File: config.mk
export PLATFORM = sky130hd
export DESIGN_NAME = flex_tap_line
export DESIGN_NICKNAME = d
export VERILOG_FILES = /design/src/rtl/flex_tap_line.sv
export SDC_FILE = /design/constraint.sdc
export NUM_CORES = 1
export LEC_CHECK = 0
export ABC_AREA = 1
export BUFFER_PORTS_ARGS = -buffer_cell sky130_fd_sc_hd__buf_2
export CAP_MARGIN = 40
export CORE_ASPECT_RATIO = 1.1
export CORE_MARGIN = 4
export CORE_UTILIZATION = 46
export DETAILED_ROUTE_END_ITERATION = 8
export PLACE_DENSITY = 0.86
export RECOVER_POWER = 25
export SETUP_SLACK_MARGIN = 0.2
export SLEW_MARGIN = 30
export SYNTH_ARGS = -nofsm -noshare
export SYNTH_HDL_FRONTEND = slang
export SYNTH_SLANG_ARGS = --single-unit
File: constraint.sdc
create_clock -name clk -period 3.19 [get_ports clk]
set_input_delay 0.319 -clock clk [delete_from_list [all_inputs] [get_ports clk]]
set_output_delay 0.319 -clock clk [all_outputs]
set_load 0.05 [all_outputs]
File: src/rtl/flex_tap_line.sv
// flex_tap_line
//   Signed sample delay line for the FIR datapath. Holds the NUM_TAPS most
//   recent samples: tap[0] is the newest and tap[NUM_TAPS-1] the oldest.
//   Every tap is exposed in parallel, and one tap can be picked with tap_sel.
//   A saturating fill counter reports how many valid samples are held.
//
// Parameters
//   NUM_BITS : width of each signed sample/tap
//   NUM_TAPS : delay-line depth, 2..64
//   SEL_BITS : width of tap_sel, must equal $clog2(NUM_TAPS)
//
// Ports
//   clk          : rising-edge clock
//   n_reset      : asynchronous, active-low reset
//   shift_enable : accept new_sample on this edge
//   clear        : synchronous flush of taps and fill count (beats shift_enable)
//   new_sample   : sample shifted into tap 0
//   tap_sel      : index of the tap driven onto tap_value
//   tap_value    : combinational read of tap[tap_sel], 0 when tap_sel >= NUM_TAPS
//   all_taps     : flattened taps, tap[i] at [(i+1)*NUM_BITS-1 : i*NUM_BITS]
//   fill_count   : number of valid samples held, 0..NUM_TAPS
//   full         : fill_count == NUM_TAPS
//   shift_done   : registered one-cycle pulse after each accepted shift
//
// Handshake: there is no back-pressure. A sample is accepted on every rising
// edge where shift_enable=1 and clear=0; shift_done follows one cycle later
// and stays high across back-to-back accepted shifts.

module flex_tap_line #(
    parameter int NUM_BITS = 16,
    parameter int NUM_TAPS = 4,
    parameter int SEL_BITS = 2
) (
    input  logic                         clk,
    input  logic                         n_reset,
    input  logic                         shift_enable,
    input  logic                         clear,
    input  logic signed [NUM_BITS-1:0]   new_sample,
    input  logic        [SEL_BITS-1:0]   tap_sel,
    output logic signed [NUM_BITS-1:0]   tap_value,
    output logic [NUM_BITS*NUM_TAPS-1:0] all_taps,
    output logic        [SEL_BITS:0]     fill_count,
    output logic                         full,
    output logic                         shift_done
);

    generate
        if (SEL_BITS != $clog2(NUM_TAPS)) begin : g_bad_sel_bits
            $error("flex_tap_line: SEL_BITS must equal $clog2(NUM_TAPS)");
        end
        if (NUM_TAPS < 2 || NUM_TAPS > 64) begin : g_bad_num_taps
            $error("flex_tap_line: NUM_TAPS must be in 2..64");
        end
    endgenerate

    localparam logic [SEL_BITS:0] FULL_COUNT = (SEL_BITS + 1)'(NUM_TAPS);
    localparam logic [SEL_BITS:0] ONE_COUNT  = {{SEL_BITS{1'b0}}, 1'b1};

    logic signed [NUM_BITS-1:0] taps [NUM_TAPS];
    logic        [SEL_BITS:0]   fill_count_q;
    logic                       shift_done_q;

    always_ff @(posedge clk or negedge n_reset) begin
        if (!n_reset) begin
            for (int i = 0; i < NUM_TAPS; i++) begin
                taps[i] <= '0;
            end
            fill_count_q <= '0;
            shift_done_q <= 1'b0;
        end else if (clear) begin
            for (int i = 0; i < NUM_TAPS; i++) begin
                taps[i] <= '0;
            end
            fill_count_q <= '0;
            shift_done_q <= 1'b0;
        end else if (shift_enable) begin
            taps[0] <= new_sample;
            for (int i = 1; i < NUM_TAPS; i++) begin
                taps[i] <= taps[i-1];
            end
            // Saturate so steady-state streaming never wraps the count.
            if (fill_count_q != FULL_COUNT) begin
                fill_count_q <= fill_count_q + ONE_COUNT;
            end
            shift_done_q <= 1'b1;
        end else begin
            shift_done_q <= 1'b0;
        end
    end

    // Compare against every legal index so out-of-range selects on
    // non-power-of-two depths fall through to zero.
    always_comb begin
        tap_value = '0;
        for (int i = 0; i < NUM_TAPS; i++) begin
            if (tap_sel == SEL_BITS'(i)) begin
                tap_value = taps[i];
            end
        end
    end

    generate
        for (genvar g = 0; g < NUM_TAPS; g++) begin : g_flat
            assign all_taps[(g+1)*NUM_BITS-1 : g*NUM_BITS] = taps[g];
        end
    endgenerate

    assign fill_count = fill_count_q;
    assign full       = (fill_count_q == FULL_COUNT);
    assign shift_done = shift_done_q;

endmodule

### Yosys cells after proc, flatten, opt, wreduce, memory -nomap -nowiden

Cells that the tools add are included.

| storage, ports and cells | value |
|---|---|
| bits in registers | 68 |
| output and inout bits | 85 |
| word-level logic and storage cells | 27 |

| cells by class | value |
|---|---|
| add/subtract/negate cells | 1 |
| eq/ne operators | 5 |
| muxes and demuxes | 11 |
| reduce and logical (&&, ||, !) cells | 4 |

Operator list:

| cell | count |
|---|---|
| 2-to-1 mux 64 bit | 2 |
| 2-to-1 mux 16 bit | 4 |
| 2-to-1 mux 3 bit | 3 |
| equality test 2 bit (second input constant) | 2 |
| nonzero test 2 bit | 2 |
| adder 3 x 1 -> 3 bit (second input constant) | 1 |
| equality test 3 bit (second input constant) | 1 |
| != test 3 bit (second input constant) | 1 |
| equality test 2 x 1 -> 1 bit (second input constant) | 1 |
| zero test 2 bit | 1 |
| 2-to-1 mux 1 bit | 2 |
| AND reduction 2 bit | 1 |

### Logic depth before layout (Yosys ltp)

Gate-level depths: netlist of run 1.

| logic depth | value |
|---|---|
| word-level depth | 5 |
| gate-level depth with buffers | 7 |

### Worst setup path after synthesis of run 1

Ideal clock, no wire load.

| timing path | value |
|---|---|
| path type | register -> output |
| from | register fill_count_q[0] (netlist: fill_count[0]) |
| to | output port full |
| arrival | 1.317 ns |
| slack | 1.554 ns |
| stages on the path, launching flop included | 5 |
| buffers on the path | 0 |
| path through | dfrtp_1 > inv_1 > ha_1 > nand2_1 > inv_1 |

| on the way | value |
|---|---|
| cells in the longest elaborated chain, start to end | 1 |

Ends and longest elaborated chain:

| what | line | source |
|---|---|---|
| start, declared | 60 | `logic [SEL_BITS:0] fill_count_q;` |
| start signal, assigned | 83 | `fill_count_q <= fill_count_q + ONE_COUNT;` |
| equality test 3 bit | 109 | `assign full = (fill_count_q == FULL_COUNT);` |
| end, declared | 43 | `output logic full,` |

No other way between the ends.

### Worst setup path after layout of run 1

| timing path | value |
|---|---|
| from | input port tap_sel[0] |
| to | output port tap_value[2] |

| on the way | value |
|---|---|
| cells in the longest elaborated chain, start to end | 5 |
| elaborated cells between the ends (all ways) | 8 |
| classes of those cells | eq/ne (3); mux (4); reduce/logical (1) |

Ends and longest elaborated chain:

| what | line | source |
|---|---|---|
| start, declared | 39 | `input logic [SEL_BITS-1:0] tap_sel,` |
| zero test 2 bit | 96 | `if (tap_sel == SEL_BITS'(i)) begin` |
| 2-to-1 mux 16 bit (3 in series) | 96 |  |
| 2-to-1 mux 16 bit * | 96 |  |
| end, declared | 40 | `output logic signed [NUM_BITS-1:0] tap_value,` |

Mark *: on every way between the ends. The rest lies on a longest branch, timed or not.

==> impl_results.md, run 1 <==
- Status: finished clean
- All-Layer GR Usage: 22.9%
- Port Buffers: 106
- Drt initial violations: 282
- Setup slack, reg-to-reg: 1.97 ns
- Startpoint Class: input port
- Total Nets Final: 468
- Post-route ant nets: 0
- Worst Path Required: 2.87 ns
- DR pass1 iterations: 5
- Most common cell in the netlist: dfrtp_1
- CTS tree: done
- Largest net degree at the start of global routing: 50
- R2R Path End: fill_count[0]
- Site Rows: 30
- Placer congestion estimate: 0.820
- Routed len/inst: 17.1 µm
- Post-synth top area cell: dfrtp_1
- Final hold viol count: 0
- Root Buffer: clkbuf_8
- Class of the worst hold path: in -> reg
- Top post-synthesis cells by area: dfrtp_1 (55%), nand3_1 (11%), inv_1 (6.8%)
- Max Buffers Root-to-Sink: 2
- Worst Clk Skew: 0.00833 ns
- CP arrival: 1.90 ns
- Drt drc: 0
- Largest stage delay on the critical path: 0.50 ns
- Slew Viols, Final: 0
- Cells after DPL: 512
- Leak: 1.99 nW
- Syn Nets: 370
- Yosys warns: 0
- CTS Buf Count: 9
- Final min period: 2.22 ns
- Antenna violations before repair: 0
- # setup viols final: 0
- Die width: 85.9 µm
- Top post-synthesis cells by count: dfrtp_1 (68), nand3_1 (65), inv_1 (56), nand2_1 (40), o22ai_1 (32)
- Maximum VDD drop: 0.000323 V
- Starting Density: 48.4%
- Fillers: 555
- # diodes: 0
- RSZ-0062 raised after global routing: false
- Ys flop type: dfrtp_1
- TritonCTS sink count: 68
- Slowest CP cell: buf_2
- Mapped Area: 0.00307 mm²
- Vias in the first global route: 2993
- Setup Buffers After CTS: 0
- Critical Path, Cell by Cell: buf_2 -> inv_1 -> nand3_1 -> nand4_1 -> buf_2
- Hold wc startpoint: new_sample[11]
- Setup crit end kind: output pin
- Reg clk slew, reported paths: 0.08 ns
- Hold Path Depth: 3
- Crit-path most repeated cell: buf_2
- Max Cap Viol: 0
- Pwr per Cell Area: 537 mW/mm²
- Power, Total: 0.00207 W
- Top Ports: 107
- Vias per cell: 5.68
- Synth Instances: 346
- Synth async-reset ratio: 100%
- Worst Setup Path Type: in -> out
- Critical path fanouts, max: 34
- Full die area: 0.00805 mm²
- Core ar.: 0.00634 mm²
- First-pass GRT wire length: 14400 µm
- Yosys reg bits: 68
- H-tree levels: 3
- Seq/Total Area, Yosys: 55.4%
- Layout area overhead: 25.6%
- Tcrit/Tclk final: 69.6%
- Fmax: 0.450 GHz
- Slew headroom: 24.0%
- Distinct cells, synth: 18
- Reg2reg start: fill_count[0]
- Clk_lat worst skew: 0.34 ns
- Post-Layout Cell Count: 529
- Worst hold margin: 0.187 ns
- DPL Wire Length: 6200 µm
- Top cell type's share of synthesized area: 55.4%
- Final WL: 9070 µm
- Avg Inst Size Synth: 8.88 µm²
- Least-Margin Pin Slew: 1.14 ns
- Vias: 3007
- Die Ht: 93.7 µm
- Reg2Reg Depth: 6
- Total congestion overflow: 0
- Layout cells sized above 1: 28.3%
- Post-synth EDFFs: 0
- Hold worst-path end: all_taps[11]
- TNS Setup: 0 ns
==> cell usage in the layout (no fill, tap or decap), types with 2 or more instances in the layout <==
cell,instances
buf_2,103
buf_4,3
bufinv_16,3
clkbuf_1,5
clkbuf_8,9
clkinv_4,2
dfrtp_1,68
ha_1,2
inv_1,56
inv_2,3
nand2_1,40
nand3_1,65
nand4_1,19
o21ai_0,31
o21ai_1,2
o22ai_1,32
==> sequential cells by signal (all words and copies together) (netlist names) <==
register and flops:
all_taps 64, fill_count 3, shift_done 1
==> worst max path at each step <==
stage / cells after the start / slack, ns / from / to
2_1_floorplan: 4 / 1.55 / fill_count[0] / full
3_3_place_gp: 5 / 1.14 / tap_sel[1] / tap_value[13]
3_5_place_dp: 5 / 1.03 / tap_sel[0] / tap_value[2]
4_1_cts: 5 / 1.04 / tap_sel[0] / tap_value[2]
5_1_grt: 5 / 0.85 / tap_sel[1] / tap_value[2]
6_report: 5 / 0.97 / tap_sel[0] / tap_value[2]
==> cell families (layout without fill, tap and decap cells) <==
group,count (synthesis),count (layout),synth area share [%]
compound gates,65,65,11.9
fa+ha+maj,2,2,0.814
buf+inv,84,187,11.9
flops,68,68,55.4
simple gates,127,127,20.0
==> cell type report <==
class,instances,area [µm²],share of cell area (%)
inverters,59,221,5.74
clock inverters,6,113,2.92
flip-flops and latches,68,1700,44.1
well taps,80,100,2.59
repair buffers,112,591,15.3
clock buffers,10,128,3.31
multi-input cells,194,1010,26.1
==> timing repair <==
action,CTS,global route
endpoints found under the hold margin,18,0
hold buffers,1,0
resized for setup,0,0
==> through the flow <==
stage	cell area, µm²	utilization [%]	setup WS, ns
6_report	3860	60.8	0.969
4_1_cts	3870	61.0	1.04
3_3_place_gp	3590	56.6	1.14
3_5_place_dp	3620	57.0	1.03
5_1_grt	3860	60.8	0.849
2_1_floorplan	3070	-	1.55
==> worst max-delay path: cells and delay by family <==
family	cells	cell delay (ns)
AND/OR/NAND/NOR	2	0.34
buffers and inverters	3	1.23
==> routing by layer <==
metal	track usage [%]	wire (µm)	vias to the layer above
met5	0	0	-
met4	11.1	192	0
met3	4.47	619	19
met2	37.8	4650	147
met1	28.8	3600	1474
li1	-	-	1367
==> power by group <==
| group | switching, W | leakage (nW) | internal, W | total [W] |
|---|---|---|---|---|
| logic | 0.000243 | 0.938 | 0.0000630 | 0.000306 |
| clock network | 0.000335 | 0.120 | 0.000521 | 0.000856 |
| registers | 0.0000221 | 0.932 | 0.000887 | 0.000909 |
Power figures use the tool's default switching activity.
==> run 2: changes to the inputs <==
- CORE_UTILIZATION: 46 -> 45
- PLACE_DENSITY: 0.86 -> 0.88
- clock period: 3.19 -> 1.9 ns (I/O delays scaled with it)
==> run 2 against run 1 <==
Non-clock buffer count increased by 3. Power increased by 52%. Hold slack got worse by 0.13 ns. Via count increased by 0.33%. Core utilization decreased by 2.7 points. Combinational power increased by 70%. Final cell count increased by 0.57%. Register-to-register slack got worse by 1.2 ns. Cell area decreased by 0.68%. Critical endpoint is now full. Largest cell class unchanged. Largest power group unchanged.
==> impl_results.md, run 2 (synthesis results as in run 1) <==
- Hold Path Depth: 3 (unchanged)
- CP bufs+invs: 3 (unchanged)
- Setup Buffers After CTS: 0 (unchanged)
- CTS tree: done
- Worst hold margin: 0.0584 ns (-0.129 ns)
- Final WL: 8880 µm (-2.0%)
- Worst Path Required: 1.71 ns (-1.16 ns)
- Die Ht: 94.7 µm (+1.0%)
- RSZ-0062 raised after global routing: false
- Layout cells sized above 1: 29.3% (+1.0 points)
- Full die area: 0.00822 mm² (+2.0%)
- Reg power frac: 48.7% (+4.8 points)
- Switching power: 0.000948 W (+58%)
- Final hold viol count: 0 (unchanged)
- All-Layer GR Usage: 22.2% (-0.71 points)
- Top Ports: 107 (unchanged)
- Least-Margin Pin Slew: 0.912 ns (-0.228 ns)
- Largest net degree at the start of global routing: 69 (+38%)
- DPL Wire Length: 6100 µm (-1.5%)
- Register area: 0.00170 mm² (unchanged)
- Routed len/inst: 16.7 µm (-2.6%)
- Clk_lat worst skew: 0.33 ns (about the same)
- DR pass1 iterations: 5 (unchanged)
- CP arrival: 1.38 ns (-0.52 ns)
- Max Cap Viol: 0 (unchanged)
- TritonCTS sink count: 68 (unchanged)
- Vias per cell: 5.67 (-0.23%)
- Worst path top cell family by delay: flip-flops
- CTS Buf Count: 9 (unchanged)
- Antenna violations before repair: 0 (unchanged)
- Reg2reg start: fill_count[0]
- Most frequent cells in the layout: buf_2 (105), dfrtp_1 (68), nand3_1 (65)
- Final min period: 1.57 ns
- Vias: 3017 (+0.33%)
- Crit-path most repeated cell: inv_1
- Critical Path, Cell by Cell: inv_1 -> ha_1 -> nand2_2 -> inv_1 -> buf_4
- Fmax: 0.638 GHz
- Max Buffers Root-to-Sink: 2 (unchanged)
- Status: finished clean
- Fillers: 578 (+4.1%)
- Tcrit/Tclk final: 82.5%
- Comb power frac: 16.5% (+1.7 points)
- Worst Setup Path Type: reg -> out
- Site Rows: 31 (+3.3%)
- Slew Viols, Final: 0 (unchanged)
- Drt drc: 0 (unchanged)
- Class of the worst hold path: in -> reg
- Switching Share: 30.2% (+1.2 points)
- Largest stage delay on the critical path: 0.41 ns (-0.09 ns)
- Reg2Reg Depth: 6 (unchanged)
- Setup crit end kind: output pin
- Vias in the first global route: 2954 (-1.3%)
- Hold worst-path end: all_taps[9]
- Cell Int Power: 0.00219 W (+49%)
- Commonest non-fill, non-tap cell in the layout: buf_2
- Core ar.: 0.00659 mm² (+3.9%)
- Worst Clk Skew: 0.00437 ns (-0.00395 ns)
- Clock power frac: 34.8% (-6.5 points)
- Area taken by multi-input logic gates: 0.00101 mm² (+0.25%)
- Hold wc startpoint: new_sample[9]
- TNS Setup: 0 ns (unchanged)
- Die width: 86.8 µm (+1.0%)
- Drt initial violations: 262 (-7.1%)
- Port Buffers: 106 (unchanged)
- Root Buffer: clkbuf_8
- Slew headroom: 39.2% (+15 points)
- # setup viols final: 0 (unchanged)
- # diodes: 0 (unchanged)
- Pwr per Cell Area: 819 mW/mm² (+53%)
- Total Nets Final: 471 (+0.64%)
- Critical path fanouts, max: 5 (-85%)
- Total congestion overflow: 0 (unchanged)
- First-pass GRT wire length: 14200 µm (-1.6%)
- R2R Path End: fill_count[1]
- Leak: 1.99 nW (about the same)
- Max FFs per register: 64 (unchanged)
- Placer congestion estimate: 0.867 (+5.6%)
- Starting Density: 46.6% (-1.8 points)
- Startpoint Class: register
- Maximum VDD drop: 0.000383 V (+19%)
- Layout area overhead: 24.8%
- Post-route ant nets: 0 (unchanged)
- Reg clk slew, reported paths: 0.07 ns (about the same)
- Setup slack, reg-to-reg: 0.74 ns (-1.23 ns)
- Slowest CP cell: dfrtp_1
- H-tree levels: 3 (unchanged)
[run 2: cell type report]
class	count	area share (%)
Clock inverter	3	1.04
Clock buffer	11	3.43
Multi-Input combinational cell	194	26.3
Inverter	59	5.78
Tap cell	82	2.68
Sequential cell	68	44.4
Timing Repair Buffer	115	16.4
[run 2: stage by stage]
step           power (W)  utilization (%)  instance area [µm²]  setup slack, ns  instances
2_1_floorplan    0.00191                -                 3070            0.393        346
3_3_place_gp     0.00206             55.5                 3660            0.491        517
3_5_place_dp     0.00207             55.5                 3660            0.465        517
4_1_cts          0.00316             58.3                 3840            0.219        532
5_1_grt          0.00327             58.1                 3830            0.243        532
6_report         0.00314             58.1                 3830            0.332        532
[run 2: how the worst max path moves through the flow]
stage	from	endpoint	slack (ns)	cells past startpoint
final	fill_count[0]	full	0.33	5
after global routing	fill_count[0]	full	0.24	5
after CTS	fill_count[0]	full	0.22	5
after detailed placement	tap_sel[1]	tap_value[13]	0.46	6
after global placement	tap_sel[1]	tap_value[6]	0.49	6
after floorplan	fill_count[0]	full	0.39	4
[run 2: what timing repair did]
action,CTS,global route
hold endpoints to repair,68,0
endpoints found under the setup margin,0,1
hold buffers,1,0
gates resized for setup,0,3
[run 2: worst min-delay path, cell delays in order]
cell	delay [ns]
buf_2	0.07
nand2_1	0.04
o21ai_0	0.06
[run 2: power by group through the flow]
stage          clock [W]  sequential [W]  combinational [W]
6_report         0.00109         0.00153           0.000519
5_1_grt          0.00119         0.00153           0.000553
4_1_cts          0.00110         0.00153           0.000523
3_5_place_dp           0         0.00155           0.000520
3_3_place_gp           0         0.00155           0.000508
2_1_floorplan          0         0.00170           0.000206
[run 2: metal layers]
| metal | routed length (µm) | track usage (%) | part of all wire (%) |
|---|---|---|---|
| met4 | 221 | 11.6 | 2.5 |
| met2 | 4390 | 36.3 | 49 |
| met5 | 0 | 0 | 0 |
| met1 | 3520 | 27.8 | 40 |
| met3 | 752 | 4.36 | 8.5 |
==> run 3: changes to the inputs <==
- clock period: 1.9 -> 1.3 ns (I/O delays scaled with it)
==> run 3 against run 2 <==
The run now ends with setup timing left. Cell area rose by 54%. Largest power group is now clock. Clock skew is 0.0035 ns higher. Clock power is 120% higher. Via count is 31% higher. Non-clock buffer count grew 84.
==> impl_results.md, run 3 (synthesis results as in run 1) <==
- Status: finished, violations left
- Violated checks: setup timing
- Cells after DPL: 524 (+1.4%)
- CTS tree: done
- Power, Total: 0.00589 W (+88%)
- Vias per cell: 6.41 (+13%)
- Starting Density: 46.6% (unchanged)
- Layout area overhead: 92.0%
- Top Ports: 107 (unchanged)
- Reg power frac: 38.6% (-10 points)
- Slew headroom: 61.9% (+23 points)
- Site Rows: 31 (unchanged)
- Vias: 3963 (+31%)
- Clock power frac: 40.3% (+5.5 points)
- Core ar.: 0.00659 mm² (unchanged)
- Clk_lat worst skew: 0.34 ns (about the same)
- Total Nets Final: 555 (+18%)
- H-tree levels: 3 (unchanged)
- Fillers: 245 (-58%)
- Worst Clk Skew: 0.00792 ns (+0.00354 ns)
- Post-route ant nets: 0 (unchanged)
- Comb power frac: 21.1% (+4.6 points)
- RSZ-0062 raised after global routing: true
- Most frequent cells in the layout: buf_6 (80), dfrtp_2 (66), inv_1 (52)
- Pwr per Cell Area: 998 mW/mm² (+22%)
- Total congestion overflow: 0 (unchanged)
- Tcrit/Tclk final: 108%
- Post-route cell area: 0.00590 mm² (+54%)
- # diodes: 0 (unchanged)
- Full die area: 0.00822 mm² (unchanged)
- Vias in the first global route: 3519 (+19%)
- Final hold viol count: 0 (unchanged)
- Slew Viols, Final: 0 (unchanged)
- Port Buffers: 106 (unchanged)
- First-pass GRT wire length: 19700 µm (+39%)
- Critical path fanouts, max: 2 (-3)
- # setup viols final: 35 (+35)
- Worst Setup Path Type: reg -> out
- Root Buffer: clkbuf_8
- Die width: 86.8 µm (unchanged)
- Post-DP Area: 0.00412 mm² (+12%)
- CTS Buf Count: 9 (unchanged)
- Max Cap Viol: 0 (unchanged)
- Switching power: 0.00175 W (+85%)
- Class of the worst hold path: in -> reg
- Maximum VDD drop: 0.00109 V (+180%)
- Post-Layout Cell Count: 618 (+16%)
- Startpoint Class: register
- Drt drc: 0 (unchanged)
- Cell Int Power: 0.00414 W (+89%)
- TritonCTS sink count: 68 (unchanged)
- DR pass1 iterations: 7 (+2)
- Crit path setup slack, layout: -0.105 ns (-0.437 ns)
- Placer congestion estimate: 0.944 (+8.9%)
- Switching Share: 29.8% (-0.43 points)
- Final min period: 1.41 ns
- Core Util, Final: 89.5% (+31 points)
- DPL Wire Length: 7220 µm (+18%)
- Final WL: 16700 µm (+88%)
- Worst Path Required: 1.17 ns (-0.54 ns)
- Max FFs per register: 64 (unchanged)
- Routed len/inst: 27.0 µm (+62%)
- Largest net degree at the start of global routing: 49 (-29%)
- Setup crit end kind: output pin
- Reg clk slew, reported paths: 0.08 ns (about the same)
- Leak: 2.54 nW (+28%)
- Fmax: 0.712 GHz
- Drt initial violations: 706 (+170%)
- All-Layer GR Usage: 31.4% (+9.2 points)
- Least-Margin Pin Slew: 0.571 ns (-0.341 ns)
- Die Ht: 94.7 µm (unchanged)
- Commonest non-fill, non-tap cell in the layout: buf_6
- TNS Setup: -1.17 ns (-1.17 ns)
- CP arrival: 1.28 ns (-0.10 ns)
- Layout cells sized above 1: 64.9% (+36 points)
- Max Buffers Root-to-Sink: 2 (unchanged)
- Antenna violations before repair: 0 (unchanged)
==> run 3: path summary, 6_finish.rpt <==
| path | startpoint | to | slack, ns | cells past startpoint |
|---|---|---|---|---|
| worst max-delay path | fill_count[0] | full | -0.11 | 5 |
| worst min-delay path | new_sample[5] | all_taps[5] | 0.01 | 3 |
| worst max register to register | fill_count[0] | fill_count[1] | 0.03 | 7 |
| worst min register to register | all_taps[57] | all_taps[57] | 0.59 | 2 |
| max in group asynchronous | n_reset | all_taps[2] | 0.19 | 3 |
| min in group asynchronous | n_reset | all_taps[35] | 0.37 | 2 |
==> run 3: critical path: stages, from the launching register on <==
cell and delay [ns]:
dfrtp_2 0.42, inv_2 0.09, ha_4 0.15, nand2_4 0.05, clkinvlp_4 0.08, buf_8 0.14
==> run 3: final cells by class <==
cell class                      count  area [µm²]  share of cell area [%]
Timing Repair Buffer              199        2190                    37.2
Sequential cell                    68        1780                    30.2
Multi-Input combinational cell    194        1320                    22.4
Inverter                           59         230                    3.90
Clock inverter                      7         146                    2.48
Clock buffer                        9         124                    2.10
Tap cell                           82         103                    1.74
==> run 3: timing repair <==
action,CTS,global route
gates resized for setup,196,92
hold endpoints to repair,23,0
buffers inserted,34,37
hold buffers,7,0
pin swaps,13,9
cloned,0,0
setup endpoints to repair,85,70
==> run 3: power by group through the flow <==
| stage | combinational (W) | clock, W | sequential, W |
|---|---|---|---|
| after CTS | 0.00106 | 0.00235 | 0.00226 |
| final | 0.00124 | 0.00237 | 0.00228 |
| after floorplan | 0.000352 | 0 | 0.00250 |
| after detailed placement | 0.000845 | 0 | 0.00229 |
| after global placement | 0.000834 | 0 | 0.00229 |
| after global routing | 0.00128 | 0.00246 | 0.00228 |
==> run 3: metal layers <==
| metal | share of wire, % | wire (µm) | track usage [%] | vias up |
|---|---|---|---|---|
| met4 | 7.1 | 1190 | 13.6 | 0 |
| met1 | 35 | 5840 | 41.4 | 1925 |
| met5 | 0 | 0 | 0.649 | - |
| met2 | 48 | 7950 | 50.8 | 381 |
| li1 | - | - | - | 1542 |
| met3 | 10 | 1720 | 5.41 | 115 |
==> run 3: stage by stage <==
stage | hold WS [ns] | worst slack [ns]
after floorplan | -0.166 | 0.0700
after global placement | 0.119 | 0.0630
after detailed placement | 0.122 | 0.0877
after CTS | 0.00525 | -0.0696
after global routing | 0.0325 | -0.132
final | 0.0107 | -0.105
